<file path="src/rtl/alu_seq_pkg.sv">
// Shared types and helpers for the sequential ALU with BCD output stage.
package alu_seq_pkg;

    typedef enum logic [1:0] {
        OP_ADD = 2'b00,
        OP_SUB = 2'b01,
        OP_MUL = 2'b10,
        OP_DIV = 2'b11
    } op_e;

    typedef enum logic [1:0] {
        S_IDLE = 2'b00,
        S_CALC = 2'b01,
        S_BCD  = 2'b10,
        S_DONE = 2'b11
    } state_e;

    // One double-dabble step per result bit.
    function automatic int bcd_cycles(input int width);
        return 2 * width;
    endfunction

    function automatic logic [63:0] pow10(input int n);
        logic [63:0] v;
        v = 64'd1;
        for (int i = 0; i < n; i++) v = v * 64'd10;
        return v;
    endfunction

endpackage

</file>
<file path="src/rtl/bcd_dd.sv">
// Serial double-dabble converter: start loads the binary value, one shift-add-3
// step per cycle, bcd_o/ovf_o updated on the final step and held until cleared.
module bcd_dd
    import alu_seq_pkg::*;
#(
    parameter int BIN_W = 10,
    parameter int NDIG  = 4
) (
    input  logic                clk,
    input  logic                reset,
    input  logic                clear_i,
    input  logic                start_i,
    input  logic [BIN_W-1:0]    bin_i,
    output logic                busy_o,
    output logic                done_o,
    output logic [4*NDIG-1:0]   bcd_o,
    output logic                ovf_o
);
    localparam int          BW    = 4 * NDIG;
    localparam int          CW    = $clog2(BIN_W + 1);
    localparam logic [63:0] MAXV  = pow10(NDIG) - 64'd1;
    localparam logic [BW-1:0] NINES = {NDIG{4'h9}};

    logic [BIN_W-1:0] sh_q, sh_d;
    logic [BW-1:0]    dig_q, dig_d, adj, dig_nx;
    logic [CW-1:0]    cnt_q, cnt_d;
    logic             busy_q, busy_d, pend_q, pend_d, ovf_q, ovf_d;
    logic [BW-1:0]    bcd_q, bcd_d;

    assign done_o = busy_q && (cnt_q == CW'(1));
    assign busy_o = busy_q;
    assign bcd_o  = bcd_q;
    assign ovf_o  = ovf_q;

    always_comb begin
        adj = dig_q;
        for (int i = 0; i < NDIG; i++)
            if (dig_q[4*i +: 4] >= 4'd5) adj[4*i +: 4] = dig_q[4*i +: 4] + 4'd3;
        dig_nx = {adj[BW-2:0], sh_q[BIN_W-1]};

        sh_d   = sh_q;
        dig_d  = dig_q;
        cnt_d  = cnt_q;
        busy_d = busy_q;
        pend_d = pend_q;
        bcd_d  = bcd_q;
        ovf_d  = ovf_q;
        if (clear_i) begin
            bcd_d = '0;
            ovf_d = 1'b0;
        end
        if (start_i) begin
            sh_d   = bin_i;
            dig_d  = '0;
            cnt_d  = CW'(BIN_W);
            busy_d = 1'b1;
            pend_d = 64'(bin_i) > MAXV;
        end else if (busy_q) begin
            sh_d  = sh_q << 1;
            dig_d = dig_nx;
            cnt_d = cnt_q - CW'(1);
            if (done_o) begin
                busy_d = 1'b0;
                bcd_d  = pend_q ? NINES : dig_nx;
                ovf_d  = pend_q;
            end
        end
    end

    always_ff @(posedge clk) begin
        if (reset) begin
            sh_q   <= '0;
            dig_q  <= '0;
            cnt_q  <= '0;
            busy_q <= 1'b0;
            pend_q <= 1'b0;
            bcd_q  <= '0;
            ovf_q  <= 1'b0;
        end else begin
            sh_q   <= sh_d;
            dig_q  <= dig_d;
            cnt_q  <= cnt_d;
            busy_q <= busy_d;
            pend_q <= pend_d;
            bcd_q  <= bcd_d;
            ovf_q  <= ovf_d;
        end
    end

endmodule

</file>
<file path="src/rtl/alu_seq_bcd.sv">
// Multi-cycle add/sub/mul/div ALU with valid/ready handshakes and optional BCD stage.
// Define ALU_SEQ_BCD_EN to include the double-dabble converter and its BCD state.
module alu_seq_bcd
    import alu_seq_pkg::*;
#(
    parameter int WIDTH = 5,
    parameter int NDIG  = 4
) (
    input  logic                 clk,
    input  logic                 reset,
    input  logic                 in_valid,
    output logic                 in_ready,
    input  logic [WIDTH-1:0]     num1,
    input  logic [WIDTH-1:0]     num2,
    input  logic [1:0]           operation,
    output logic                 out_valid,
    input  logic                 out_ready,
    output logic [2*WIDTH-1:0]   result,
    output logic [4*NDIG-1:0]    bcd_out,
    output logic                 neg,
    output logic                 div_err,
    output logic                 bcd_ovf
);
    localparam int RW = 2 * WIDTH;

    state_e           state_q, state_d;
    op_e              op_q, op_d;
    logic [RW-1:0]    opa_q, opa_d, prod_q, prod_d, result_q, result_d;
    logic [WIDTH-1:0] opb_q, opb_d, rem_q, rem_d, cnt_q, cnt_d;
    logic             neg_q, neg_d, derr_q, derr_d;
    logic             accept, calc_last;
    logic [RW-1:0]    sum_ext, diff_ext, prod_nx;
    logic [WIDTH:0]   trial, trial_sub;
    logic             ge;
    logic [WIDTH-1:0] rem_nx, quo_nx;

    assign accept    = (state_q == S_IDLE) && in_valid;
    assign calc_last = (op_q == OP_ADD) || (op_q == OP_SUB) || (cnt_q == WIDTH'(WIDTH - 1));

    // opa_q holds the multiplicand (shifting left) or the dividend/quotient shifter.
    assign sum_ext   = opa_q + RW'(opb_q);
    assign diff_ext  = opa_q - RW'(opb_q);
    assign prod_nx   = prod_q + (opb_q[0] ? opa_q : '0);
    assign trial     = {rem_q, opa_q[WIDTH-1]};
    assign trial_sub = trial - {1'b0, opb_q};
    assign ge        = trial >= {1'b0, opb_q};
    assign rem_nx    = ge ? trial_sub[WIDTH-1:0] : trial[WIDTH-1:0];
    assign quo_nx    = {opa_q[WIDTH-2:0], ge};

`ifdef ALU_SEQ_BCD_EN
    logic          cvt_start, cvt_busy, cvt_done;
    logic [RW-1:0] cvt_val;

    always_comb begin
        case (op_q)
            OP_ADD:  cvt_val = sum_ext;
            OP_SUB:  cvt_val = (opa_q < RW'(opb_q)) ? (RW'(opb_q) - opa_q) : diff_ext;
            OP_MUL:  cvt_val = prod_nx;
            default: cvt_val = (opb_q == '0) ? '0 : RW'(quo_nx);
        endcase
    end

    assign cvt_start = (state_q == S_CALC) && calc_last;

    bcd_dd #(
        .BIN_W (bcd_cycles(WIDTH)),
        .NDIG  (NDIG)
    ) u_bcd (
        .clk     (clk),
        .reset   (reset),
        .clear_i (accept),
        .start_i (cvt_start),
        .bin_i   (cvt_val),
        .busy_o  (cvt_busy),
        .done_o  (cvt_done),
        .bcd_o   (bcd_out),
        .ovf_o   (bcd_ovf)
    );
`else
    assign bcd_out = '0;
    assign bcd_ovf = 1'b0;
`endif

    always_comb begin
        state_d  = state_q;
        op_d     = op_q;
        opa_d    = opa_q;
        opb_d    = opb_q;
        rem_d    = rem_q;
        prod_d   = prod_q;
        cnt_d    = cnt_q;
        result_d = result_q;
        neg_d    = neg_q;
        derr_d   = derr_q;
        case (state_q)
            S_IDLE: if (accept) begin
                state_d = S_CALC;
                op_d    = op_e'(operation);
                opa_d   = RW'(num1);
                opb_d   = num2;
                rem_d   = '0;
                prod_d  = '0;
                cnt_d   = '0;
                neg_d   = 1'b0;
                derr_d  = 1'b0;
            end
            S_CALC: begin
                cnt_d = cnt_q + WIDTH'(1);
                case (op_q)
                    OP_MUL: begin
                        prod_d = prod_nx;
                        opa_d  = opa_q << 1;
                        opb_d  = opb_q >> 1;
                    end
                    OP_DIV: begin
                        rem_d = rem_nx;
                        opa_d = RW'(quo_nx);
                    end
                    default: ;
                endcase
                if (calc_last) begin
                    case (op_q)
                        OP_ADD: result_d = sum_ext;
                        OP_SUB: begin
                            result_d = diff_ext;
                            neg_d    = opa_q < RW'(opb_q);
                        end
                        OP_MUL: result_d = prod_nx;
                        default: begin
                            derr_d   = (opb_q == '0);
                            result_d = (opb_q == '0) ? '1 : {rem_nx, quo_nx};
                        end
                    endcase
`ifdef ALU_SEQ_BCD_EN
                    state_d = S_BCD;
`else
                    state_d = S_DONE;
`endif
                end
            end
`ifdef ALU_SEQ_BCD_EN
            // Fall out of BCD if the converter is ever idle here, so the FSM cannot stall.
            S_BCD: if (cvt_done || !cvt_busy) state_d = S_DONE;
`endif
            S_DONE: if (out_ready) state_d = S_IDLE;
            default: state_d = S_IDLE;
        endcase
    end

    always_ff @(posedge clk) begin
        if (reset) begin
            state_q  <= S_IDLE;
            op_q     <= OP_ADD;
            opa_q    <= '0;
            opb_q    <= '0;
            rem_q    <= '0;
            prod_q   <= '0;
            cnt_q    <= '0;
            result_q <= '0;
            neg_q    <= 1'b0;
            derr_q   <= 1'b0;
        end else begin
            state_q  <= state_d;
            op_q     <= op_d;
            opa_q    <= opa_d;
            opb_q    <= opb_d;
            rem_q    <= rem_d;
            prod_q   <= prod_d;
            cnt_q    <= cnt_d;
            result_q <= result_d;
            neg_q    <= neg_d;
            derr_q   <= derr_d;
        end
    end

    assign in_ready  = (state_q == S_IDLE);
    assign out_valid = (state_q == S_DONE);
    assign result    = result_q;
    assign neg       = neg_q;
    assign div_err   = derr_q;

endmodule
</file>
<file path="config.mk">
export PLATFORM = sky130hd
export DESIGN_NAME = alu_seq_bcd
export DESIGN_NICKNAME = d
export VERILOG_FILES = /design/src/rtl/alu_seq_pkg.sv /design/src/rtl/bcd_dd.sv /design/src/rtl/alu_seq_bcd.sv
export SDC_FILE = /design/constraint.sdc
export NUM_CORES = 1
export LEC_CHECK = 0
export ABC_AREA = 0
export BUFFER_PORTS_ARGS = -buffer_cell sky130_fd_sc_hd__buf_2
export CORE_UTILIZATION = 60
export CTS_BUF_LIST = sky130_fd_sc_hd__clkbuf_4
export CTS_CLUSTER_DIAMETER = 40
export DETAILED_ROUTE_END_ITERATION = 8
export PLACE_DENSITY = 0.82
export SLEW_MARGIN = 20
export SYNTH_ARGS = -nofsm -noshare
export SYNTH_HDL_FRONTEND = slang
export SYNTH_SLANG_ARGS = --single-unit
</file>
<file path="constraint.sdc">
create_clock -name clk -period 4.15 [get_ports clk]
set_input_delay 0.2075 -clock clk [delete_from_list [all_inputs] [get_ports clk]]
set_output_delay 0.2075 -clock clk [all_outputs]
set_load 0.02 [all_outputs]
</file>
# Word-level counts from Yosys, hierarchy flattened
# Cells that the tools add are included.
# totals
regBits,51
inputBits,16
out_inout_bits,31
elab_cells,76
# op_classes
n_addsub,5
n_lt_le_gt_ge,2
eq_ne,14
mux,28
reduce_logical,17
# ops
operator,n
$pmux 10 s2,3
$mux 10,5
$pmux 10 s3,1
$pmux 5 s2,3
$mux 5,5
$reduce_and 3->1,4
$add 10x10->10,1
$add 10x5->10,1
$lt 10x5->1,1
$sub 10x5->10,1
$ne 2x2->1 const B,4
$reduce_and 4->1,2
$eq 2x2->1 const B,3
$ge 6x5->1,1
$mux 2,3
$ne 2x1->1 const B,3
$pmux 2 s3,1
$reduce_and 2->1,3
$add 5x1->5 const B,1
$eq 5x3->1 const B,1
$logic_not 5->1,1
$mux 1,5
$sub 5x5->5,1
$eq 2x1->1 const B,2
7 further kinds,10

# Depth between registers and ports, before layout
# depth
depth_word,5
ltp_mapped,10
mapped_depth_nobuf,10

# Least setup slack after synthesis
# No wires, ideal clock.
# synth_timing
kind,register to register
from,register opb_q[0]
to,register prod_q[9]
setup_ns,0.075
arrival_ns,2.345
required_ns,4.075
slack_ns,1.731
path_stages_with_launch,10
path_buffers,1
period_less_slack_ns,2.419
cell_sequence,dfxtp_1 > clkbuf_1 > and2_1 > ha_1 > a21o_1 > a221oi_4 > o2111a_1 > a21oi_1 > or4_1 > a31oi_1
# synth_via
elab_chain_cells,4
# synth_lines
element,line,source
from (decl),alu_seq_bcd.sv:29,"logic [WIDTH-1:0] opb_q, opb_d, rem_q, rem_d, cnt_q, cnt_d;"
from (signal assigned),alu_seq_bcd.sv:166,opb_q <= opb_d;
$mux 10,alu_seq_bcd.sv:43,assign prod_nx = prod_q + (opb_q[0] ? opa_q : '0);
$add 10x10->10,alu_seq_bcd.sv:43,
$mux 10,alu_seq_bcd.sv:109,case (op_q)
$pmux 10 s2,alu_seq_bcd.sv:95,case (state_q)
to (signal assigned),alu_seq_bcd.sv:168,prod_q <= prod_d;
to (decl),alu_seq_bcd.sv:28,"logic [RW-1:0] opa_q, opa_d, prod_q, prod_d, result_q, result_d;"
# Every way passes these cells. The select of a mux whose other input is x is not followed.
# A chain may end at the register's enable or synchronous reset.

# Final worst setup path
# layout_timing
from,register opb_q[0]
to,register result_q[6] (netlist: result[6])
# layout_via
elab_chain_cells,4
elab_cells_between_ends,10
classes_between,add/sub (4); order compare (1); mux (4); reduce/logical (1)
# layout_lines
element,line,source
$sub 5x5->5 or $ge 6x5->1 (tied branches),"alu_seq_bcd.sv:45, alu_seq_bcd.sv:46",
$mux 5,alu_seq_bcd.sv:47,assign rem_nx = ge ? trial_sub[WIDTH-1:0] : trial[WIDTH-1:0];
$mux 10,alu_seq_bcd.sv:131,"result_d = (opb_q == '0) ? '1 : {rem_nx, quo_nx};"
$pmux 10 s3 (*),alu_seq_bcd.sv:122,case (op_q)
to (signal assigned),alu_seq_bcd.sv:170,result_q <= result_d;
to (decl),alu_seq_bcd.sv:28,
# Every way passes the cells marked *; elsewhere a longest branch is shown, timed or not.

==> run_results.csv <==
group,metric,value,unit
clock_tree,cts_resized,0,
worst_setup_path,cp-end-kind,"flip-flop",
routing,via_count,3593,
logic_synthesis,synth_top_area_frac,0.275,
logic_synthesis,yosysWarnings,0,
global_routing,track_usage,0.314,
worst_setup_path,r2r_start,"opb_q[0]",
status,status,"finished, final reports clean",
global_routing,antenna_found_initial,0,
logic_synthesis,synth_top_flop_cell,"dfxtp_1",
clock_tree,cts_tree,"done",
finish,drive_above_1_share,0.0889,
worst_setup_path,rr_worst_depth,9,
routing,first_pass_iters,5,
worst_setup_path,critPathRequiredTime,4460,ps
finish,num-fill-cells,533,
logic_synthesis,synth-simple-area-share,0.210,
floorplan,initial_utilization,0.623,
sta,layout_min_cycle_time,2840,ps
logic_synthesis,synth_area,0.00371,mm²
logic_synthesis,synth_mux_area_frac,0.0273,
logic_synthesis,syn_area_per_cell,7.75,µm²
min_path,hold_path_end,"op_q[1]",
clock_tree,root_buffer,"clkbuf_4",
floorplan,die_h,80.6,µm
placed_design,gp_congestion,0.953,
sta,min_period_over_period,0.685,
routing,wirelength,9.66,mm
logic_synthesis,synth_top_area_cell,"dfxtp_1",
routing,postRouteAntennaNets,0,
logic_synthesis,synth-xor-area-share,0.0283,
sta,slew_violations,0,
global_routing,grt_pass1_vias,3250,
min_path,holdPathStages,3,
routing,wire_per_inst,17.0,µm
clock_tree,cts_made_buffers,5,
logic_synthesis,synthTopCellsByCount,"nor2_1, dfxtp_1, a21oi_1",
power_and_ir_drop,peakVddDrop,205,µV
worst_setup_path,crit_path_start_kind,"flip-flop",
worst_setup_path,cp_cell_sequence,"ha_1 > inv_1 > fa_1 > a211oi_1 > nor2_1 > or3_1 > mux2i_1 > a311o_1 > o31ai_1",
sta,slew_headroom,0.292,
finish,seq_area,0.00102,mm²
floorplan,fp-row-count,28,
global_routing,grt-ovfl-total,0,
global_routing,grt_pass1_wl,15.6,mm
logic_synthesis,synthAdderAreaFrac,0.113,
sta,tightest_slew,1060,ps
floorplan,die_width,80.6,µm
logic_synthesis,async_flop_share,0,
logic_synthesis,synth_compound_area_frac,0.264,
clock_tree,clkLatencyLatePin,390,ps
logic_synthesis,ys_ff_latch,51,
floorplan,dieArea,0.00650,mm²
clock_tree,cts_hold_buf,0,
logic_synthesis,synth_cells,479,
worst_setup_path,reg2reg_slack,1310,ps
finish,final_cell_area,0.00388,mm²
worst_setup_path,critPathSlowestCell,"dfxtp_1",
sta,fmax,352,MHz
placed_design,port_buffers,29,
sta,finalHoldViolations,0,
worst_setup_path,r2r-end,"result[6]",
finish,final_cells,570,
floorplan,io_pins,47,
routing,routed_via_density,6.30,
worst_setup_path,critPathKind,"flip-flop to flip-flop",
clock_tree,clkTransAtPathRegs,160,ps
sta,rsz0062_at_grt,"false",
finish,multi_input_area,0.00245,mm²
logic_synthesis,synth_top_family_by_area,"compound AO/OA/AOI/OAI gates",
logic_synthesis,synth_edf_count,0,
logic_synthesis,synth.most_common_cell,"nor2_1",
worst_setup_path,crit_arrival,3150,ps
floorplan,design.core.area,0.00596,mm²
logic_synthesis,yosys.cell_types.count,55,
min_path,min_from,"operation[1]",
sta,finalSetupTns,0,ps
clock_tree,clk_path_buf_depth,2,
global_routing,grt_max_degree,50,
power_and_ir_drop,power.density,292,mW/mm²
routing,drc_errors,0,
clock_tree,post-cts-setup-buffers,0,
worst_setup_path,worstPathMaxFanout,15,
flow_run,cap_viol_max_count,0,
finish,antenna_cells,0,
logic_synthesis,ys_seq_area_frac,0.275,
worst_setup_path,cp_top_family,"compound AO/OA/AOI/OAI gates",
power_and_ir_drop,p_leak,1.68,nW
routing,drtIter0Drc,337,
sta,finClkSkew,12.7,ps
worst_setup_path,worst-path-buf-inv,1,
placed_design,placed_area,0.00382,mm²
worst_setup_path,critical_path.max_stage_delay,710,ps
placed_design,dp.cells,562,
min_path,hold_path_class,"input port to flip-flop",
finish,nets,541,
logic_synthesis,synthTopCellsByArea,"dfxtp_1, ha_1, nor2_1",
clock_tree,clock-sinks,51,
placed_design,dp_hpwl,7.10,mm
clock_tree,htreeDepth,2,
sta,setup_viol_count_final,0,
finish,syn_to_final_growth,4.59,%
area by class of cell:
type,count,share of cell area
tap,75,0.0242
inverter,22,0.0213
sequential,51,0.263
clock inverter,3,0.00516
timing repair buffer,33,0.0451
clock buffer,5,0.00967
multi-input combinational,381,0.632
power by group:
group          switching (mW)  total, mW  internal [mW]  leakage (nW)
Clock                   0.169      0.234         0.0654        0.0288
Sequential             0.0327      0.545          0.512         0.414
Combinational           0.230      0.355          0.125          1.23
flip-flops by register name, summed over array words and instances (netlist names):
name     flops
cnt_q        5
div_err      1
neg          1
op_q         2
opa_q       10
opb_q        5
prod_q      10
rem_q        5
result      10
state_q      2
layer usage:
layer | wire, µm | vias up | track usage
met5 | 0 | - | 0
met4 | 394 | 0 | 0.155
met3 | 662 | 33 | 0.0591
met2 | 4330 | 162 | 0.486
met1 | 4280 | 1677 | 0.414
li1 | - | 1721 | -
cell families after synthesis:
group | Yosys count
adder cells (fa/ha/maj) | 31
AND/OR/NAND/NOR | 168
XOR/XNOR | 12
buffers and inverters | 63
multiplexers | 10
flip-flops | 51
other | 1
AO/OA/AOI/OAI | 143
worst min-delay path: cells and delay by family:
family / cells / cell delay, ps
AND/OR/NAND/NOR: 1 / 70
buffers and inverters: 1 / 80
multiplexers: 1 / 50
per-stage QoR:
stage / hold slack, ps / setup slack [ps] / power, mW / utilization
3_5_place_dp: 439 / 1380 / 0.900 / 0.641
6_report: 41.1 / 1310 / 1.13 / 0.652
2_1_floorplan: 355 / 1730 / 0.821 / -
4_1_cts: 42.7 / 1340 / 1.13 / 0.651
3_3_place_gp: 440 / 1410 / 0.894 / 0.641
5_1_grt: 61.6 / 1110 / 1.19 / 0.652
how the worst max path moves through the flow:
stage | slack, ps | from | cells past startpoint | to
finish | 1310 | opb_q[0] | 9 | result[6]
global route | 1110 | opb_q[0] | 9 | result[6]
CTS | 1340 | opb_q[0] | 9 | result[6]
detailed placement | 1380 | opb_q[0] | 9 | result[6]
global placement | 1410 | opb_q[0] | 9 | result[6]
floorplan | 1730 | opb_q[0] | 9 | prod_q[9]
placed cells by master (no fill, tap or decap), types with 7 or more instances in the layout:
| master | n |
|---|---|
| a21oi_1 | 33 |
| a22oi_1 | 23 |
| and2_1 | 8 |
| buf_2 | 29 |
| conb_1 | 17 |
| dfxtp_1 | 51 |
| ha_1 | 27 |
| inv_1 | 21 |
| mux2i_1 | 9 |
| nand2_1 | 33 |
| nand2b_1 | 8 |
| nand3_1 | 10 |
| nor2_1 | 68 |
| nor3_1 | 17 |
| o21ai_0 | 23 |
| o22ai_1 | 7 |
Power figures use the tool's default switching activity.
